$ cat src/rtl/branch_predictor.sv
// Direct-mapped 8-entry branch predictor: 2-bit saturating direction
// counters plus a branch target buffer. Lookup is combinational from the
// fetch PC; updates are written at the decode-stage PC on a rising edge.
module branch_predictor (
    input  logic        clk,
    input  logic        rst_n,
    input  logic        enable,
    input  logic [15:0] PC_curr,
    input  logic [15:0] IF_ID_PC_curr,
    input  logic        wen_BHT,
    input  logic        wen_BTB,
    input  logic        actual_taken,
    input  logic [15:0] actual_target,
    output logic        predicted_taken,
    output logic [15:0] predicted_target
);

    localparam int ENTRIES = 8;

    // Table storage, one element per entry.
    logic [ENTRIES-1:0]       r_valid;
    logic [ENTRIES-1:0][11:0] r_tag;
    logic [ENTRIES-1:0][1:0]  r_cnt;
    logic [ENTRIES-1:0][15:0] r_tgt;

    logic [2:0]  w_lidx;
    logic        w_lhit;
    logic [2:0]  w_uidx;
    logic        w_uhit;
    logic        w_upd;
    logic [15:0] w_pc_next;

    assign w_lidx    = PC_curr[3:1];
    assign w_uidx    = IF_ID_PC_curr[3:1];
    assign w_pc_next = PC_curr + 16'd2;

    // Lookup: rst_n is folded in so the output drops the instant reset
    // asserts, independent of when the storage clear settles.
    always_comb begin
        w_lhit           = rst_n && r_valid[w_lidx] && (r_tag[w_lidx] == PC_curr[15:4]);
        predicted_taken  = w_lhit && r_cnt[w_lidx][1];
        predicted_target = w_lhit ? r_tgt[w_lidx] : w_pc_next;
    end

    // Update-side hit detection; wen_BTB alone never writes the table.
    always_comb begin
        w_upd  = enable && wen_BHT;
        w_uhit = r_valid[w_uidx] && (r_tag[w_uidx] == IF_ID_PC_curr[15:4]);
    end

    // Table write: saturating counter update on hit, full allocate on miss.
    always_ff @(posedge clk or negedge rst_n) begin
        if (!rst_n) begin
            for (int i = 0; i < ENTRIES; i++) begin
                r_valid[i] <= 1'b0;
                r_tag[i]   <= 12'h000;
                r_cnt[i]   <= 2'b01;
                r_tgt[i]   <= 16'h0000;
            end
        end else if (w_upd) begin
            if (w_uhit) begin
                if (actual_taken) begin
                    if (r_cnt[w_uidx] != 2'b11)
                        r_cnt[w_uidx] <= r_cnt[w_uidx] + 2'd1;
                end else begin
                    if (r_cnt[w_uidx] != 2'b00)
                        r_cnt[w_uidx] <= r_cnt[w_uidx] - 2'd1;
                end
                if (wen_BTB)
                    r_tgt[w_uidx] <= actual_target;
            end else begin
                // Miss or alias: evict and start at the weak state in the
                // resolved direction; the target is always captured.
                r_valid[w_uidx] <= 1'b1;
                r_tag[w_uidx]   <= IF_ID_PC_curr[15:4];
                r_cnt[w_uidx]   <= actual_taken ? 2'b10 : 2'b01;
                r_tgt[w_uidx]   <= actual_target;
            end
        end
    end

endmodule

$ cat config.mk
export PLATFORM = sky130hd
export DESIGN_NAME = branch_predictor
export DESIGN_NICKNAME = d
export VERILOG_FILES = /design/src/rtl/branch_predictor.sv
export SDC_FILE = /design/constraint.sdc
export NUM_CORES = 1
export LEC_CHECK = 0
export BUFFER_PORTS_ARGS = -buffer_cell sky130_fd_sc_hd__buf_2
export CAP_MARGIN = 0
export CORE_MARGIN = 2
export CORE_UTILIZATION = 50
export CTS_BUF_LIST = sky130_fd_sc_hd__clkbuf_4
export DETAILED_ROUTE_END_ITERATION = 8
export HOLD_SLACK_MARGIN = 0.12
export MAX_ROUTING_LAYER = met4
export PLACE_DENSITY = 0.7
export SLEW_MARGIN = 40
export SYNTH_ARGS = -nofsm -noshare
export SYNTH_HDL_FRONTEND = slang
export SYNTH_SLANG_ARGS = --single-unit
$ cat constraint.sdc
create_clock -name clk -period 9.1 [get_ports clk]
set_clock_uncertainty 0.05 [all_clocks]
set_input_delay 0.91 -clock clk [delete_from_list [all_inputs] [get_ports clk]]
set_output_delay 0.91 -clock clk [all_outputs]
set_load 0.01 [all_outputs]
# Yosys cells after proc, flatten, opt, wreduce, memory -nomap -nowiden
# Index checks and enable logic that the tools add are counted.
[totals] regBits=248 latchBits=0 mem_bits_rw=0 rom_bits=0 in_bits=54 out_inout_bits=17 wordCells=84 mem_count=0
[classes] n_addsub=3 multipliers=0 div=0 magnitude_cmp=3 n_eq_ne=6 shift=0 mux=35 n_bitwise=2 n_reduce_logical=10
[ops] operator="$mux W128" n=2
[ops] operator="$bwmux W128" n=1
[ops] operator="$mux W16" n=7
[ops] operator="$bwmux W96" n=1
[ops] operator="$bmux W12 S3" n=2
[ops] operator="$bmux W16 S3" n=1
[ops] operator="$bwmux W16" n=3
[ops] operator="$demux W16 S3" n=1
[ops] operator="$demux W12 S3" n=1
[ops] operator="$mux W12" n=3
[ops] operator="$eq A12 B12 Y1" n=2
[ops] operator="$add A16 B2 Y16 const B" n=1
[ops] operator="$bmux W2 S3" n=2
[ops] operator="$lt A3 B4 Y1 const B" n=2
[ops] operator="$mux W2" n=4
[ops] operator="$or A8 B8 Y8" n=1
[ops] operator="$bmux W1 S3" n=2
[ops] operator="$demux W2 S3" n=1
[ops] operator="$logic_and A1 B1 Y1" n=6
[ops] operator="$ne A3 B2 Y1 const B" n=2
[ops] operator="$ne A2 B2 Y1 const B" n=2
[ops] operator="$reduce_and A2 Y1" n=2
[ops] operator="$demux W1 S3" n=1
[ops] operator="$ge A3 B1 Y1 const B" n=1
[ops] operator="other kinds (6)" n=8

# Logic depth before layout (Yosys ltp)
[depth] word_depth=8 mapped_depth=16 mapped_depth_nobuf=11

# Least setup slack after synthesis
# No wires, ideal clock.
[synth_timing] kind="input port to output port" startpoint="input port PC_curr[1]" endpoint="output port predicted_target[10]" t_arrival_ns=3.863 slack_ns=4.277 path_stages=11 path_buffers=4 cell_sequence="clkbuf_1 buf_1 mux4_2 mux2i_1 xnor2_1 nor4_1 and4_1 clkbuf_1 clkbuf_1 nor2_1 a21oi_1"
[synth_between] elab_chain_len=5
[synth_rtl] element="start: declaration" line_no="8" rtl="input logic [15:0] PC_curr,"
[synth_rtl] element="$bmux W12 S3 / $bmux W1 S3 (equally long branches)" line_no="40" rtl="w_lhit = rst_n && r_valid[w_lidx] && (r_tag[w_lidx] == PC_curr[15:4]);"
[synth_rtl] element="$mux W12 (implied by the code) / $mux W1 (equally long branches)" line_no="40"
[synth_rtl] element="$eq A12 B12 Y1 / $logic_and A1 B1 Y1 (equally long branches)" line_no="40"
[synth_rtl] element="$logic_and A1 B1 Y1" line_no="40"
[synth_rtl] element="$mux W16 (*)" line_no="42" rtl="predicted_target = w_lhit ? r_tgt[w_lidx] : w_pc_next;"
[synth_rtl] element="end: declaration" line_no="15" rtl="output logic [15:0] predicted_target"
# Mark *: on every way between the ends. The rest lies on a longest branch, timed or not. The select of a mux whose other input is x is not followed.

# Worst setup path in the final report
[layout_timing] startpoint="input port PC_curr[1]" endpoint="output port predicted_target[7]"
# Same word-level chain as after synthesis.

==> metrics.md <==
| Metric | Value |
|---|---|
| Status | `finished clean` |
| DR WL/cell | `22.1 um` |
| PostCTS Resize Cnt | `0` |
| Vias post-DR | `9071` |
| Layout cells sized above 1 | `47.3%` |
| Post-Synthesis Mean Instance Area | `13.6 um^2` |
| Hold Path End | `r_cnt[10]$_DFFE_PN1P_` |
| Worst setup SP type | `input port` |
| Area of the core | `0.0267 mm^2` |
| Post-synthesis sequential area ratio | `46.2%` |
| Max-slew violations | `0` |
| Die area | `0.0283 mm^2` |
| Max_cap viols | `0` |
| Worst EP required | `8.14 ns` |
| Final period utilization | `58.9%` |
| Clock-pin slew on the worst setup and hold paths | `0.06 ns` |
| Clock latency on the worst-skew pair | `0.67 ns` |
| Clock buffer depth | `3` |
| Drc violations | `0` |
| Pwr per Cell Area | `213 mW/mm^2` |
| Max frequency | `187 MHz` |
| Mapped cell area | `0.0135 mm^2` |
| Largest net degree at the start of global routing | `99` |
| Critical path's largest stage delay | `0.59 ns` |
| Number of synthesized flops with an enable pin | `0` |
| Power consumption | `3.20 mW` |
| Clk root buf | `clkbuf_4` |
| Worst R2R Path Depth | `9` |
| GRT Overall Usage | `24.4%` |
| Ys async rst share | `100%` |
| Total gr overflow | `0` |
| Initial antenna violation count | `2` |
| Flops & latches, synth | `248` |
| CP Max Fanout | `38` |
| Half-perimeter wire length after placement | `20.8 mm` |
| Final ANT Viol Nets | `0` |
| Worst path slowest cell | `and4_1` |
| Post-CTS Hold Fix Bufs | `0` |
| Crit Reg-Reg Endpoint | `r_tgt[83]$_DFFE_PN0P_` |
| Port bufs | `69` |
| Main synth FF type | `dfrtp_1` |
| Post-Route Utilization | `56.3%` |
| CTS H-tree depth | `3` |
| First-pass GRT wire length | `52.1 mm` |
| Synth-to-Final Area Change | `11.7%` |
| Clock Sinks | `248` |
| Total wire length | `32.5 mm` |
| Placement row count | `60` |
| Reg2reg setup slack | `5.43 ns` |
| Slew @ Worst Pin | `0.772 ns` |
| CTS tree | `done` |
| Yosys warning total | `0` |
| Worst R2R Start | `r_tag[95]$_DFFE_PN0P_` |
| Worst Setup Path Type | `input port to primary output` |
| GP Congestion | `0.843` |
| CP endpoint kind | `primary output` |
| CP arrival | `4.40 ns` |
| Post-CTS Repair Setup Buffers | `0` |
| Sequence of cells on the critical path | `buf_6 -> buf_4 -> mux4_2 -> mux2i_1 -> xnor2_1 -> nor4_1 -> and4_1 -> nor2_1 -> a21oi_1 -> buf_2` |
| IR drop worst, VDD | `0.0881 mV` |
| Worst hold path stage count | `2` |
| Crit path time final | `5.36 ns` |
| Total Nets Final | `1142` |
| Final setup violation count | `0` |
| CTS buffer count | `68` |
| Synth Net Count | `1049` |
| Starting density of the core | `50.4%` |
| Setup TNS | `0 ns` |
| 1st-iter DRT viols | `876` |
| Total iterations of the first detailed-routing run | `5` |
| Max_slew headroom | `48.5%` |
| Num ports | `71` |
| Die Y | `168 um` |
| Chip width | `168 um` |
| Lkg Pwr | `6.64 nW` |
| Worst hold start | `r_cnt[10]$_DFFE_PN1P_` |
| Netlist cell types | `54` |
| Vias per cell | `6.15` |
| Vias in the first global route | `9249` |
| Unrepaired setup endpoints after global routing | `false` |
| Final hold vios | `0` |
| Hold crit path type | `flip-flop to flip-flop` |
| Syn Inst Count | `992` |
[power breakdown]
part           switching [mW]  total, mW  internal (mW)
logic                   0.297      0.713          0.416
registers               0.149       1.51           1.36
clock network           0.459      0.975          0.517
total                   0.904       3.20           2.29
[worst max-delay path by stage]
stage	start	end	slack (ns)	cells after the start
after CTS	PC_curr[1]	predicted_target[4]	3.50	10
final	PC_curr[1]	predicted_target[7]	3.74	10
after global placement	PC_curr[1]	predicted_target[1]	3.07	10
after detailed placement	PC_curr[1]	predicted_target[4]	3.51	10
after global routing	PC_curr[1]	predicted_target[4]	3.39	10
after floorplan	PC_curr[1]	predicted_target[10]	4.28	11
[worst max-delay path, delay by kind of cell]
family,cells,cell delay (ns)
xor gates and xnor gates,1,0.14
AOI/OAI and AO/OA,1,0.27
muxes,2,0.87
buffers and inverters,3,1.19
and+or+nand+nor,3,0.97
[placed cells by master (no fill, tap or decap), types with 9 or more instances in the layout]
| master | n |
|---|---|
| dfrtp_1 | 240 |
| mux2_2 | 208 |
| clkbuf_4 | 103 |
| mux2i_1 | 67 |
| buf_2 | 66 |
| mux4_2 | 65 |
| nor2_1 | 37 |
| buf_4 | 25 |
| inv_1 | 23 |
| nand2_1 | 21 |
| a21oi_1 | 21 |
| mux2_4 | 20 |
| xnor2_1 | 18 |
| and3_1 | 17 |
| a221oi_1 | 16 |
| o21ai_0 | 15 |
| a22oi_1 | 14 |
| nand3_1 | 10 |
| nor2b_1 | 9 |
| xor2_1 | 9 |
[cell families after synthesis]
group                      synth area share (%)
muxes                                      35.7
and+or+nand+nor                            4.97
xor gates and xnor gates                   1.76
adders and majority gates                 0.279
AOI/OAI and AO/OA                          7.65
buffers and inverters                      3.45
DFF                                        46.2
[through the flow]
step	setup slack, ns	std cells	area [um^2]	hold WS (ns)
2_1_floorplan	4.28	992	13500	0.397
3_3_place_gp	3.07	1351	14100	0.415
3_5_place_dp	3.51	1353	14100	0.419
4_1_cts	3.50	1470	15000	0.183
5_1_grt	3.39	1475	15000	0.445
6_report	3.74	1475	15000	0.430
[flip-flops by register name, summed over array words and instances, names as in the netlist]
name / cells
r_valid: 8
r_tgt: 128
r_tag: 96
r_cnt: 16
[area by class of cell]
type | count | area [um^2]
sequential | 248 | 6220
inverter | 23 | 86.3
timing repair buffer | 98 | 632
antenna | 2 | 5.00
multi-input combinational | 646 | 6830
tap | 341 | 427
fill | 2216 | 11700
clock inverter | 14 | 71.3
clock buffer | 103 | 773
[cells in the mapped netlist, types with 16 or more instances]
cell / count / area [um^2]
dfrtp_1: 240 / 6010
mux2_2: 208 / 2340
mux2i_1: 67 / 671
mux4_2: 65 / 1460
nor2_1: 38 / 143
clkbuf_1: 30 / 113
a21oi_1: 26 / 130
inv_1: 23 / 86.3
nand2_1: 21 / 78.8
mux2_4: 20 / 300
xnor2_1: 18 / 158
and3_1: 17 / 106
a221oi_1: 16 / 140
buf_1: 16 / 60.1
buf_2: 16 / 80.1
[metal layers]
layer / GRT usage (%) / wire length [um] / up-vias
li1: - / - / 4002
met5: - / 0 / -
met3: 4.18 / 1820 / 68
met1: 33.6 / 14600 / 4687
met2: 36.3 / 15100 / 314
met4: 10.0 / 1010 / 0
(Power assumes the default switching activity.)
